--- src/rtl/axis_rr_arbiter_if.sv ---
// ---------------------------------------------------------------------------
// axis_rr_arbiter_if
// Bundles the stream signals around axis_rr_arbiter: N_SRC source-side
// AXI-Stream slave lanes and one merged AXI-Stream master lane with a tid tag.
// Signal suffixes (_i/_o) are named from the arbiter's point of view.
//   s_axis_tvalid_i / s_axis_tdata_i / s_axis_tlast_i / s_axis_tready_o
//       per-source lanes, source k data at [k*DATA_W +: DATA_W]
//   m_axis_tvalid_o / m_axis_tdata_o / m_axis_tlast_o / m_axis_tid_o /
//   m_axis_tready_i
//       merged output lane, tid = source index of the beat
// Modports:
//   slave  - the arbiter itself
//   master - the environment (sources plus downstream sink)
// ---------------------------------------------------------------------------
interface axis_rr_arbiter_if #(
    parameter int N_SRC  = 4,
    parameter int DATA_W = 8
);
    localparam int TID_W = (N_SRC > 1) ? $clog2(N_SRC) : 1;

    logic [N_SRC-1:0]        s_axis_tvalid_i;
    logic [N_SRC*DATA_W-1:0] s_axis_tdata_i;
    logic [N_SRC-1:0]        s_axis_tlast_i;
    logic [N_SRC-1:0]        s_axis_tready_o;
    logic                    m_axis_tvalid_o;
    logic [DATA_W-1:0]       m_axis_tdata_o;
    logic                    m_axis_tlast_o;
    logic [TID_W-1:0]        m_axis_tid_o;
    logic                    m_axis_tready_i;

    modport slave (
        input  s_axis_tvalid_i, s_axis_tdata_i, s_axis_tlast_i,
        output s_axis_tready_o,
        output m_axis_tvalid_o, m_axis_tdata_o, m_axis_tlast_o, m_axis_tid_o,
        input  m_axis_tready_i
    );

    modport master (
        output s_axis_tvalid_i, s_axis_tdata_i, s_axis_tlast_i,
        input  s_axis_tready_o,
        input  m_axis_tvalid_o, m_axis_tdata_o, m_axis_tlast_o, m_axis_tid_o,
        output m_axis_tready_i
    );
endinterface

--- src/rtl/axis_rr_arbiter.sv ---
// ---------------------------------------------------------------------------
// axis_rr_arbiter
// Round-robin arbiter merging N_SRC AXI-Stream sources onto one registered
// AXI-Stream output. A grant is locked for a whole packet (until tlast), each
// output beat is tagged with its source index, and an optional watchdog frees
// the output when a granted source stalls mid-packet.
// Ports:
//   axis_aclk_i     clock
//   axis_aresetn_i  asynchronous active-low reset
//   bus             stream lanes (axis_rr_arbiter_if.slave)
//   enable_mask_i   per-source arbitration enable, looked at only in IDLE
//   grant_o         one-hot current grant, 0 while idle
//   timeout_o       sticky watchdog-release flag, cleared only by reset
// ---------------------------------------------------------------------------
module axis_rr_arbiter #(
    parameter int N_SRC       = 4,
    parameter int DATA_W      = 8,
    parameter int TIMEOUT_CYC = 0
) (
    input  logic                axis_aclk_i,
    input  logic                axis_aresetn_i,
    axis_rr_arbiter_if.slave    bus,
    input  logic [N_SRC-1:0]    enable_mask_i,
    output logic [N_SRC-1:0]    grant_o,
    output logic                timeout_o
);
    localparam int PTR_W = (N_SRC > 1) ? $clog2(N_SRC) : 1;
    localparam int CNT_W = (TIMEOUT_CYC > 0) ? $clog2(TIMEOUT_CYC + 1) : 1;
    // The release fires on the idle cycle that brings the count to TIMEOUT_CYC.
    localparam logic [CNT_W-1:0] WD_LAST = (TIMEOUT_CYC > 0) ? CNT_W'(TIMEOUT_CYC - 1) : '0;

    typedef enum logic {IDLE, BUSY} state_t;

    state_t              state_q,   state_d;
    logic [PTR_W-1:0]    ptr_q,     ptr_d;
    logic [N_SRC-1:0]    grant_q,   grant_d;
    logic                m_vld_q,   m_vld_d;
    logic [DATA_W-1:0]   m_data_q,  m_data_d;
    logic                m_last_q,  m_last_d;
    logic [PTR_W-1:0]    m_tid_q,   m_tid_d;
    logic [CNT_W-1:0]    wd_cnt_q,  wd_cnt_d;
    logic                timeout_q, timeout_d;

    logic [N_SRC-1:0]    s_tready;
    logic [PTR_W:0]      pick;
    logic                sel_vld;
    logic [DATA_W-1:0]   sel_data;
    logic                sel_last;
    logic                out_free;
    logic                accept;

    // Returns {found, index}: first requester after ptr, wrapping modulo N_SRC.
    // Scanning from the farthest offset down lets the nearest one win.
    function automatic logic [PTR_W:0] rr_pick(input logic [N_SRC-1:0] req,
                                               input logic [PTR_W-1:0] ptr);
        logic [PTR_W:0] idx;
        logic [PTR_W:0] res;
        res = '0;
        for (int i = N_SRC; i >= 1; i--) begin
            idx = {1'b0, ptr} + (PTR_W+1)'(i);
            if (idx >= (PTR_W+1)'(N_SRC)) idx = idx - (PTR_W+1)'(N_SRC);
            if (req[idx[PTR_W-1:0]]) res = {1'b1, idx[PTR_W-1:0]};
        end
        return res;
    endfunction

    always_comb begin
        state_d   = state_q;
        ptr_d     = ptr_q;
        grant_d   = grant_q;
        m_vld_d   = m_vld_q;
        m_data_d  = m_data_q;
        m_last_d  = m_last_q;
        m_tid_d   = m_tid_q;
        wd_cnt_d  = wd_cnt_q;
        timeout_d = timeout_q;
        s_tready  = '0;
        pick      = '0;
        accept    = 1'b0;
        sel_vld   = 1'b0;
        sel_data  = '0;
        sel_last  = 1'b0;

        // Constant-index mux: only the granted lane reaches the datapath,
        // so X on idle sources cannot leak into the output register.
        for (int k = 0; k < N_SRC; k++) begin
            if (ptr_q == PTR_W'(k)) begin
                sel_vld  = bus.s_axis_tvalid_i[k];
                sel_data = bus.s_axis_tdata_i[k*DATA_W +: DATA_W];
                sel_last = bus.s_axis_tlast_i[k];
            end
        end

        // Output slot is free when empty or being drained this cycle.
        out_free = ~m_vld_q | bus.m_axis_tready_i;

        if (m_vld_q && bus.m_axis_tready_i) m_vld_d = 1'b0;

        case (state_q)
            IDLE: begin
                pick = rr_pick(bus.s_axis_tvalid_i & enable_mask_i, ptr_q);
                if (pick[PTR_W]) begin
                    ptr_d    = pick[PTR_W-1:0];
                    state_d  = BUSY;
                    wd_cnt_d = '0;
                    for (int k = 0; k < N_SRC; k++)
                        grant_d[k] = (pick[PTR_W-1:0] == PTR_W'(k));
                end
            end
            BUSY: begin
                for (int k = 0; k < N_SRC; k++)
                    s_tready[k] = (ptr_q == PTR_W'(k)) & out_free;
                accept = sel_vld & out_free;
                if (accept) begin
                    m_vld_d  = 1'b1;
                    m_data_d = sel_data;
                    m_last_d = sel_last;
                    m_tid_d  = ptr_q;
                    wd_cnt_d = '0;
                    if (sel_last) begin
                        state_d = IDLE;
                        grant_d = '0;
                    end
                end else if (TIMEOUT_CYC > 0 && !sel_vld) begin
                    // Only cycles where the source has nothing to offer count;
                    // a downstream stall holds the count.
                    if (wd_cnt_q == WD_LAST) begin
                        state_d   = IDLE;
                        grant_d   = '0;
                        timeout_d = 1'b1;
                        wd_cnt_d  = '0;
                    end else begin
                        wd_cnt_d = wd_cnt_q + CNT_W'(1);
                    end
                end
            end
            default: state_d = IDLE;
        endcase
    end

    always_ff @(posedge axis_aclk_i or negedge axis_aresetn_i) begin
        if (!axis_aresetn_i) begin
            state_q   <= IDLE;
            ptr_q     <= PTR_W'(N_SRC - 1);
            grant_q   <= '0;
            m_vld_q   <= 1'b0;
            m_data_q  <= '0;
            m_last_q  <= 1'b0;
            m_tid_q   <= '0;
            wd_cnt_q  <= '0;
            timeout_q <= 1'b0;
        end else begin
            state_q   <= state_d;
            ptr_q     <= ptr_d;
            grant_q   <= grant_d;
            m_vld_q   <= m_vld_d;
            m_data_q  <= m_data_d;
            m_last_q  <= m_last_d;
            m_tid_q   <= m_tid_d;
            wd_cnt_q  <= wd_cnt_d;
            timeout_q <= timeout_d;
        end
    end

    assign bus.s_axis_tready_o = s_tready;
    assign bus.m_axis_tvalid_o = m_vld_q;
    assign bus.m_axis_tdata_o  = m_data_q;
    assign bus.m_axis_tlast_o  = m_last_q;
    assign bus.m_axis_tid_o    = m_tid_q;
    assign grant_o             = grant_q;
    assign timeout_o           = timeout_q;
endmodule

--- src/flat_wrapper.sv ---
// flat-port wrapper written by rule: the top's interface ports become plain ports
module axis_rr_arbiter_flat 
#(
    parameter int N_SRC       = 4,
    parameter int DATA_W      = 8,
    parameter int TIMEOUT_CYC = 0
)
  (axis_aclk_i, axis_aresetn_i, enable_mask_i, grant_o, timeout_o, bus_s_axis_tvalid_i, bus_s_axis_tdata_i, bus_s_axis_tlast_i, bus_s_axis_tready_o, bus_m_axis_tvalid_o, bus_m_axis_tdata_o, bus_m_axis_tlast_o, bus_m_axis_tid_o, bus_m_axis_tready_i);
  axis_rr_arbiter_if #(.N_SRC(N_SRC), .DATA_W(DATA_W)) bus_i ();
  input  logic axis_aclk_i;
  input  logic axis_aresetn_i;
  input  logic [N_SRC-1:0] enable_mask_i;
  output logic [N_SRC-1:0] grant_o;
  output logic timeout_o;
  input wire logic [$bits(bus_i.s_axis_tvalid_i)-1:0] bus_s_axis_tvalid_i;
  input wire logic [$bits(bus_i.s_axis_tdata_i)-1:0] bus_s_axis_tdata_i;
  input wire logic [$bits(bus_i.s_axis_tlast_i)-1:0] bus_s_axis_tlast_i;
  output wire logic [$bits(bus_i.s_axis_tready_o)-1:0] bus_s_axis_tready_o;
  output wire logic [$bits(bus_i.m_axis_tvalid_o)-1:0] bus_m_axis_tvalid_o;
  output wire logic [$bits(bus_i.m_axis_tdata_o)-1:0] bus_m_axis_tdata_o;
  output wire logic [$bits(bus_i.m_axis_tlast_o)-1:0] bus_m_axis_tlast_o;
  output wire logic [$bits(bus_i.m_axis_tid_o)-1:0] bus_m_axis_tid_o;
  input wire logic [$bits(bus_i.m_axis_tready_i)-1:0] bus_m_axis_tready_i;
  assign bus_i.s_axis_tvalid_i = bus_s_axis_tvalid_i;
  assign bus_i.s_axis_tdata_i = bus_s_axis_tdata_i;
  assign bus_i.s_axis_tlast_i = bus_s_axis_tlast_i;
  assign bus_s_axis_tready_o = bus_i.s_axis_tready_o;
  assign bus_m_axis_tvalid_o = bus_i.m_axis_tvalid_o;
  assign bus_m_axis_tdata_o = bus_i.m_axis_tdata_o;
  assign bus_m_axis_tlast_o = bus_i.m_axis_tlast_o;
  assign bus_m_axis_tid_o = bus_i.m_axis_tid_o;
  assign bus_i.m_axis_tready_i = bus_m_axis_tready_i;
  axis_rr_arbiter #(.N_SRC(N_SRC), .DATA_W(DATA_W), .TIMEOUT_CYC(TIMEOUT_CYC)) u_core (.axis_aclk_i(axis_aclk_i), .axis_aresetn_i(axis_aresetn_i), .bus(bus_i), .enable_mask_i(enable_mask_i), .grant_o(grant_o), .timeout_o(timeout_o));
endmodule
--- config.mk ---
export PLATFORM = sky130hd
export DESIGN_NAME = axis_rr_arbiter_flat
export DESIGN_NICKNAME = d
export VERILOG_FILES = /design/src/rtl/axis_rr_arbiter_if.sv /design/src/rtl/axis_rr_arbiter.sv /design/src/flat_wrapper.sv
export SDC_FILE = /design/constraint.sdc
export NUM_CORES = 1
export LEC_CHECK = 0
export ABC_AREA = 1
export BUFFER_PORTS_ARGS = -buffer_cell sky130_fd_sc_hd__clkbuf_2
export CAP_MARGIN = 40
export CORE_MARGIN = 1
export CORE_UTILIZATION = 45
export CTS_CLUSTER_SIZE = 28
export DETAILED_ROUTE_END_ITERATION = 8
export PLACE_DENSITY_LB_ADDON = 0.12
export SETUP_SLACK_MARGIN = 0.02
export SLEW_MARGIN = 20
export SYNTH_ARGS = -nofsm -noshare
export SYNTH_HDL_FRONTEND = slang
export SYNTH_SLANG_ARGS = --single-unit
export TNS_END_PERCENT = 50
--- constraint.sdc ---
create_clock -name axis_aclk_i -period 2.2 [get_ports axis_aclk_i]
set_input_delay 0.22 -clock axis_aclk_i [delete_from_list [all_inputs] [get_ports axis_aclk_i]]
set_output_delay 0.22 -clock axis_aclk_i [all_outputs]
set_load 0.05 [all_outputs]
==> summary.md, run 1 <==
| Metric | Value |
|---|---|
| Status | `finished, final reports clean` |
| Drt drc | `0` |
| Initial Util | `47.32%` |
| Reg2Reg Capture Point | `u_core.grant_o[0]$_DFFE_PN0P_` |
| Synth Area in XOR/XNOR | `0%` |
| Final Slew Violations | `0` |
| Post-Syn Area | `0.001294 mm^2` |
| Seq/Total Area, Yosys | `36.94%` |
| Cells on Worst Hold Path | `2` |
| Simple logic cell fraction of the synthesized area | `31.24%` |
| Total global routing track utilization | `21.91%` |
| Multi-input logic area | `745.7 um^2` |
| Core box area | `0.002734 mm^2` |
| Crit path kind | `register to primary output` |
| First-pass GRT wire length | `5.423 mm` |
| 1st-iter DRT viols | `58` |
| Clk Latency, worst-skew pair | `300 ps` |
| Critical Path Sink Type | `primary output` |
| Synth top area share | `32.88%` |
| DR pass1 iterations | `4` |
| Power, Total | `2.984 mW` |
| Largest family of logic cells by synthesized area | `simple AND/OR/NAND/NOR gates` |
| Sink Count | `19` |
| Die Width | `55.62 um` |
| Most area-consuming cells after synthesis | `dfrtp_1 (33%), nand2_1 (19%), o21ai_0 (7.4%)` |
| HPWL Detailed | `2.759 mm` |
| #FFs+latches synth | `19` |
| Vias in the first global route | `1316` |
| Final setup violation count | `0` |
| Pwr dens | `1676 mW/mm^2` |
| GPL Wtd Cong | `0.8287` |
| Worst min path class | `primary input to register` |
| Number of antenna diodes | `0` |
| Routed vias/inst | `4.997` |
| Post-route ant nets | `0` |
| Peak Freq | `476.1 MHz` |
| Final min period | `2100 ps` |
| Yosys top cell by area | `dfrtp_1` |
| CTS max path bufs | `2` |
| Initial antenna violation count | `0` |
| Die ar. | `0.003094 mm^2` |
| MaxCap Viol Count | `0` |
| Final Hold Fails | `0` |
| IO buf count | `66` |
| Most common flop cell mapped by yosys | `dfrtp_1` |
| Clock skew | `3.565 ps` |
| Worst vdd ir | `1.248 mV` |
| EDFF count, synth | `0` |
| Largest net degree at the start of global routing | `23` |
| Compound-cell area share of the yosys netlist | `20.70%` |
| CP arrival | `1880 ps` |
| Num ports | `68` |
| Worst R2R Path Depth | `11` |
| Clock Tree Root | `clkbuf_4` |
| CP required | `1980 ps` |
| Unique cell type count in the Yosys netlist | `23` |
| Die Y | `55.62 um` |
| Clock transition at path regs | `100 ps` |
| Asr flop ratio synth | `100.0%` |
| Reg-to-Reg Start | `u_core.ptr_q[1]$_DFFE_PN1P_` |
| Synth top cells by count | `nand2_1 (66), o21ai_0 (19), nand3_1 (18)` |
| Final net count | `319` |
| Setup TNS | `0 ps` |
| Drt wl/cell | `12.24 um` |
| Setup slack, reg-to-reg | `180 ps` |
| H-tree levels | `1` |
| Syn Nets | `243` |
| Synthesis Warnings | `0` |
| Post-Syn Instances | `192` |
| Worst hold start | `bus_m_axis_tready_i` |
| Mapped Avg Cell Area | `6.738 um^2` |
| CTS tree | `done` |
| Post-synthesis adder-cell area fraction | `3.868%` |
| RSZ-0062 raised after global routing | `no` |
| Period utilisation layout | `95.48%` |
| Fillers | `265` |
| Inserted Clock Buffers | `3` |
| Layout area overhead | `37.62%` |
| Row cnt | `19` |
| Hold Path End | `u_core.bus.m_axis_tvalid_o$_DFF_PN0_` |
| Congestion Overflow GR | `0` |
| Pleak | `1.002 nW` |
| CP startpoint kind | `register` |
| Count leader, synth | `nand2_1` |
| FF/Latch Area | `478.0 um^2` |
| Critical path peak fanout | `9` |
| Detailed-route via count | `1489` |
| Mux share of post-synthesis cell area | `0%` |
| Total wire length | `3.648 mm` |
| Layout cells sized above 1 | `35.21%` |
-- sequential cells by signal (all words and copies together), names as in the netlist --
name	cells
u_core.ptr_q	2
u_core.state_q	1
u_core.bus.m_axis_tvalid_o	1
u_core.grant_o	4
u_core.bus.m_axis_tlast_o	1
u_core.bus.m_axis_tdata_o	8
u_core.bus.m_axis_tid_o	2
-- worst max-delay path by stage --
stage	startpoint	endpoint	slack (ps)	cells after the start
2_1_floorplan	u_core.ptr_q[0]$_DFFE_PN1P_	bus_s_axis_tready_o[3]	190	4
3_3_place_gp	u_core.ptr_q[0]$_DFFE_PN1P_	u_core.bus.m_axis_tvalid_o$_DFF_PN0_	180	6
3_5_place_dp	u_core.ptr_q[0]$_DFFE_PN1P_	u_core.bus.m_axis_tvalid_o$_DFF_PN0_	90	6
4_1_cts	u_core.ptr_q[1]$_DFFE_PN1P_	bus_s_axis_tready_o[2]	40	6
5_1_grt	u_core.ptr_q[0]$_DFFE_PN1P_	bus_s_axis_tready_o[3]	20	5
6_report	u_core.ptr_q[1]$_DFFE_PN1P_	bus_s_axis_tready_o[2]	100	6
-- cells in the final DEF, fill, tap and decap left out, drive strengths merged --
cell / instances
dfrtp: 17
inv: 15
clkbuf: 68
conb: 1
nor2: 9
a21boi: 1
nand2: 67
clkinvlp: 4
a22oi: 4
o21ai: 31
o21a: 1
a21oi: 12
or2: 1
ha: 4
dfstp: 2
buf: 9
and2: 2
dlygate4sd3: 1
nand3: 18
-- layout make-up --
cell class,instances,area share (%)
Timing Repair inverter,3,1.265
Timing Repair Buffer,74,22.77
Tap cell,31,2.178
Clock buffer,4,1.476
Multi-Input combinational cell,151,41.88
Sequential cell,19,26.84
Inverter,16,3.584
-- routing by layer --
layer | part of all wire (%) | global-route usage (%)
met5 | 0 | 0
met4 | 1.1 | 3.571
met3 | 5.3 | 6.512
met2 | 50 | 40.28
met1 | 43 | 25.42
-- cells by family (layout without fill, tap and decap cells) --
kind of cell / count (synthesis) / in the layout
fa+ha+maj: 4 / 4
other cells: 1 / 1
simple gates: 97 / 97
buf+inv: 22 / 97
flops: 19 / 19
compound gates: 49 / 49
-- per-stage QoR --
stage	cell area [um^2]	setup WS (ps)	util (%)	hold slack, ps	instances
floorplan	1294	186.6	-	-75.59	192
global placement	1678	175.6	61.37	191.0	289
detailed placement	1678	90.45	61.37	189.5	289
CTS	1714	43.41	62.70	107.1	294
global route	1780	18.67	65.13	100.7	298
finish	1780	99.54	65.13	103.2	298
-- critical path: stages (launching register included) --
cell and delay [ps]:
dfstp_2 540, buf_4 120, ha_2 250, inv_1 80, buf_4 160, nor2_1 150
buf_2 290
-- where the power goes --
group	internal [mW]	switching (mW)	total (mW)	leakage, nW
registers	0.508	0.0930	0.601	0.236
logic	0.686	1.52	2.21	0.751
clock network	0.0707	0.106	0.177	0.0150
total	1.27	1.72	2.98	1.00
-- timing repair --
| item | CTS | global route |
|---|---|---|
| hold endpoints to repair | 17 | 0 |
| hold buffers | 1 | 0 |
| gates resized for setup | 0 | 11 |
| setup buffers | 0 | 1 |
| endpoints found under the setup margin | 0 | 14 |
(Power assumes the default switching activity.)
==> run 2, diff against run 1 <==
--- a/config.mk
+++ b/config.mk
@@ -8,6 +8,7 @@
 export ABC_AREA = 1
 export BUFFER_PORTS_ARGS = -buffer_cell sky130_fd_sc_hd__clkbuf_2
 export CAP_MARGIN = 40
+export CORE_ASPECT_RATIO = 0.6
 export CORE_MARGIN = 1
 export CORE_UTILIZATION = 45
 export CTS_CLUSTER_SIZE = 28
==> run 2 against run 1 <==
  * The run now ends with design-rule violations left
  * Register-to-register slack improved by 80 ps
  * Final area fell by 0.98%
  * Die area is 0.23% higher
  * Non-clock buffer count unchanged
  * Critical path depth down 1
  * First-iteration DRC count is 36% higher
  * Critical endpoint is now bus_s_axis_tready_o[1]
==> summary.md, run 2 (synthesis results as in run 1) <==
| Metric | Value |
|---|---|
| HPWL Detailed | `2.741 mm` |
| Max reg flops | `8` |
| H-tree levels | `1` |
| FF/Latch Area | `478.0 um^2` |
| Drt wl/cell | `11.13 um` |
| Num ports | `68` |
| Final net count | `316` |
| Layout area overhead | `36.27%` |
| DP Cell Count | `289` |
| Status | `complete, but fails checks` |
| Congestion Overflow GR | `0` |
| Inserted Clock Buffers | `3` |
| Commonest non-fill, non-tap cells in the layout | `nand2_1 (66), clkbuf_2 (66), o21ai_0 (19)` |
| Die ar. | `0.003101 mm^2` |
| Post-route ant nets | `0` |
| Initial antenna violation count | `0` |
| Final Hold Fails | `0` |
| Layout cells sized above 1 | `33.33%` |
| Worst path max stage delay | `630 ps` |
| Final min period | `2079 ps` |
| Worst vdd ir | `0.8932 mV` |
| CP arrival | `1860 ps` |
| Final Slew Violations | `0` |
| GPL Wtd Cong | `0.8636` |
| CTS max path bufs | `2` |
| First-pass GRT wire length | `5.602 mm` |
| Die Y | `43.54 um` |
| Worst min path class | `primary input to register` |
| Detailed-route via count | `1448` |
| DR pass1 iterations | `6` |
| Die Width | `71.22 um` |
| Crit path kind | `register to primary output` |
| Fillers | `248` |
| IO buf count | `66` |
| CP Cell Sequence | `ha_1 > buf_4 > inv_1 > nor2_1 > clkbuf_2` |
| Total global routing track utilization | `23.54%` |
| Final setup violation count | `0` |
| Vias in the first global route | `1253` |
| CP startpoint kind | `register` |
| Pwr dens | `1677 mW/mm^2` |
| Critical-path top delay cell | `dfstp_2` |
| CTS tree | `done` |
| Total wire length | `3.293 mm` |
| Initial Util | `49.57%` |
| Largest net degree at the start of global routing | `23` |
| Routed vias/inst | `4.892` |
| Clock skew | `5.686 ps` |
| 1st-iter DRT viols | `79` |
| Clock transition at path regs | `70 ps` |
| Setup TNS | `0 ps` |
| Pleak | `1.014 nW` |
| Period utilisation layout | `94.52%` |
| Peak Freq | `480.9 MHz` |
| Violated checks | `design-rule violations` |
| Multi-input logic area | `730.7 um^2` |
| Drt drc | `6` |
| RSZ-0062 raised after global routing | `yes` |
| Critical path peak fanout | `9` |
| Number of antenna diodes | `0` |
| Core box area | `0.002610 mm^2` |
| Non-filler cells, final | `296` |
| MaxCap Viol Count | `0` |
| CP required | `1980 ps` |
| Clock Tree Root | `clkbuf_8` |
| Critical Path Sink Type | `primary output` |
| Clk Latency, worst-skew pair | `250 ps` |
| Sink Count | `19` |
| Row cnt | `14` |
-- run 2: changes by cell type in the layout (fill, tap and decap cells not counted) --
cell,delta
a21oi_2,+1
clkbuf_8,+3
buf_2,-2
clkbuf_4,-3
clkbuf_2,+2
ha_1,+3
ha_2,-3
clkinvlp_4,-3
a21oi_4,-1
-- run 2: per-layer routing --
layer | vias to the layer above | wire, um | track usage [%] | share of wire (%)
met5 | - | 0 | 0 | 0
met4 | 0 | 46 | 8.800 | 1.4
met3 | 4 | 232 | 3.256 | 7.0
met2 | 56 | 1182 | 31.81 | 36
met1 | 615 | 1831 | 37.54 | 56
li1 | 773 | - | - | -
-- run 2: worst max-delay path: cells and delay by family (launching register included) --
family / cells / cell delay [ps]
flip-flops: 1 / 630
buffers and inverters: 3 / 520
adder cells (fa/ha/maj): 1 / 370
AND/OR/NAND/NOR: 1 / 90
-- run 2: metrics by stage --
step                      setup slack (ps)  power (mW)  area, um^2  hold WS (ps)  utilization (%)
after global routing                 11.50       3.223        1763         195.1            67.55
final                                120.5       2.957        1763         180.2            67.55
after global placement               292.3       2.692        1684         179.0            64.53
after detailed placement             238.0       2.698        1684         184.0            64.53
after floorplan                      186.6       2.162        1294        -75.59                -
after CTS                            120.8       2.937        1739         170.8            66.63
-- run 2: power breakdown --
part / total [mW] / internal [mW] / switching, mW
clock network: 0.228 / 0.128 / 0.100
registers: 0.609 / 0.510 / 0.0984
logic: 2.12 / 0.652 / 1.47
-- run 2: what timing repair did --
item | in CTS | in global routing
endpoints found under the hold margin | 17 | 0
setup buffers | 0 | 2
hold buffers | 1 | 0
setup endpoints to repair | 0 | 4
gates resized for setup | 0 | 2
-- run 2: area by class of cell --
| cell class | count | area share [%] |
|---|---|---|
| Clock buffer | 4 | 2.555 |
| Inverter | 16 | 3.620 |
| Multi-Input combinational cell | 151 | 41.45 |
| Sequential cell | 19 | 27.11 |
| Tap cell | 32 | 2.271 |
| Timing Repair Buffer | 74 | 23.00 |
-- run 2: worst paths after layout --
check	start	end	slack [ps]	depth (start not counted)
max	u_core.ptr_q[0]$_DFFE_PN1P_	bus_s_axis_tready_o[1]	120	5
min	bus_m_axis_tready_i	u_core.bus.m_axis_tvalid_o$_DFF_PN0_	180	2
max reg2reg	u_core.ptr_q[1]$_DFFE_PN1P_	u_core.bus.m_axis_tdata_o[0]$_DFFE_PN0P_	260	11
min reg2reg	u_core.bus.m_axis_tlast_o$_DFFE_PN0P_	u_core.bus.m_axis_tlast_o$_DFFE_PN0P_	480	2
max in group asynchronous	axis_aresetn_i	u_core.ptr_q[1]$_DFFE_PN1P_	1430	2
min in group asynchronous	axis_aresetn_i	u_core.grant_o[1]$_DFFE_PN0P_	440	2
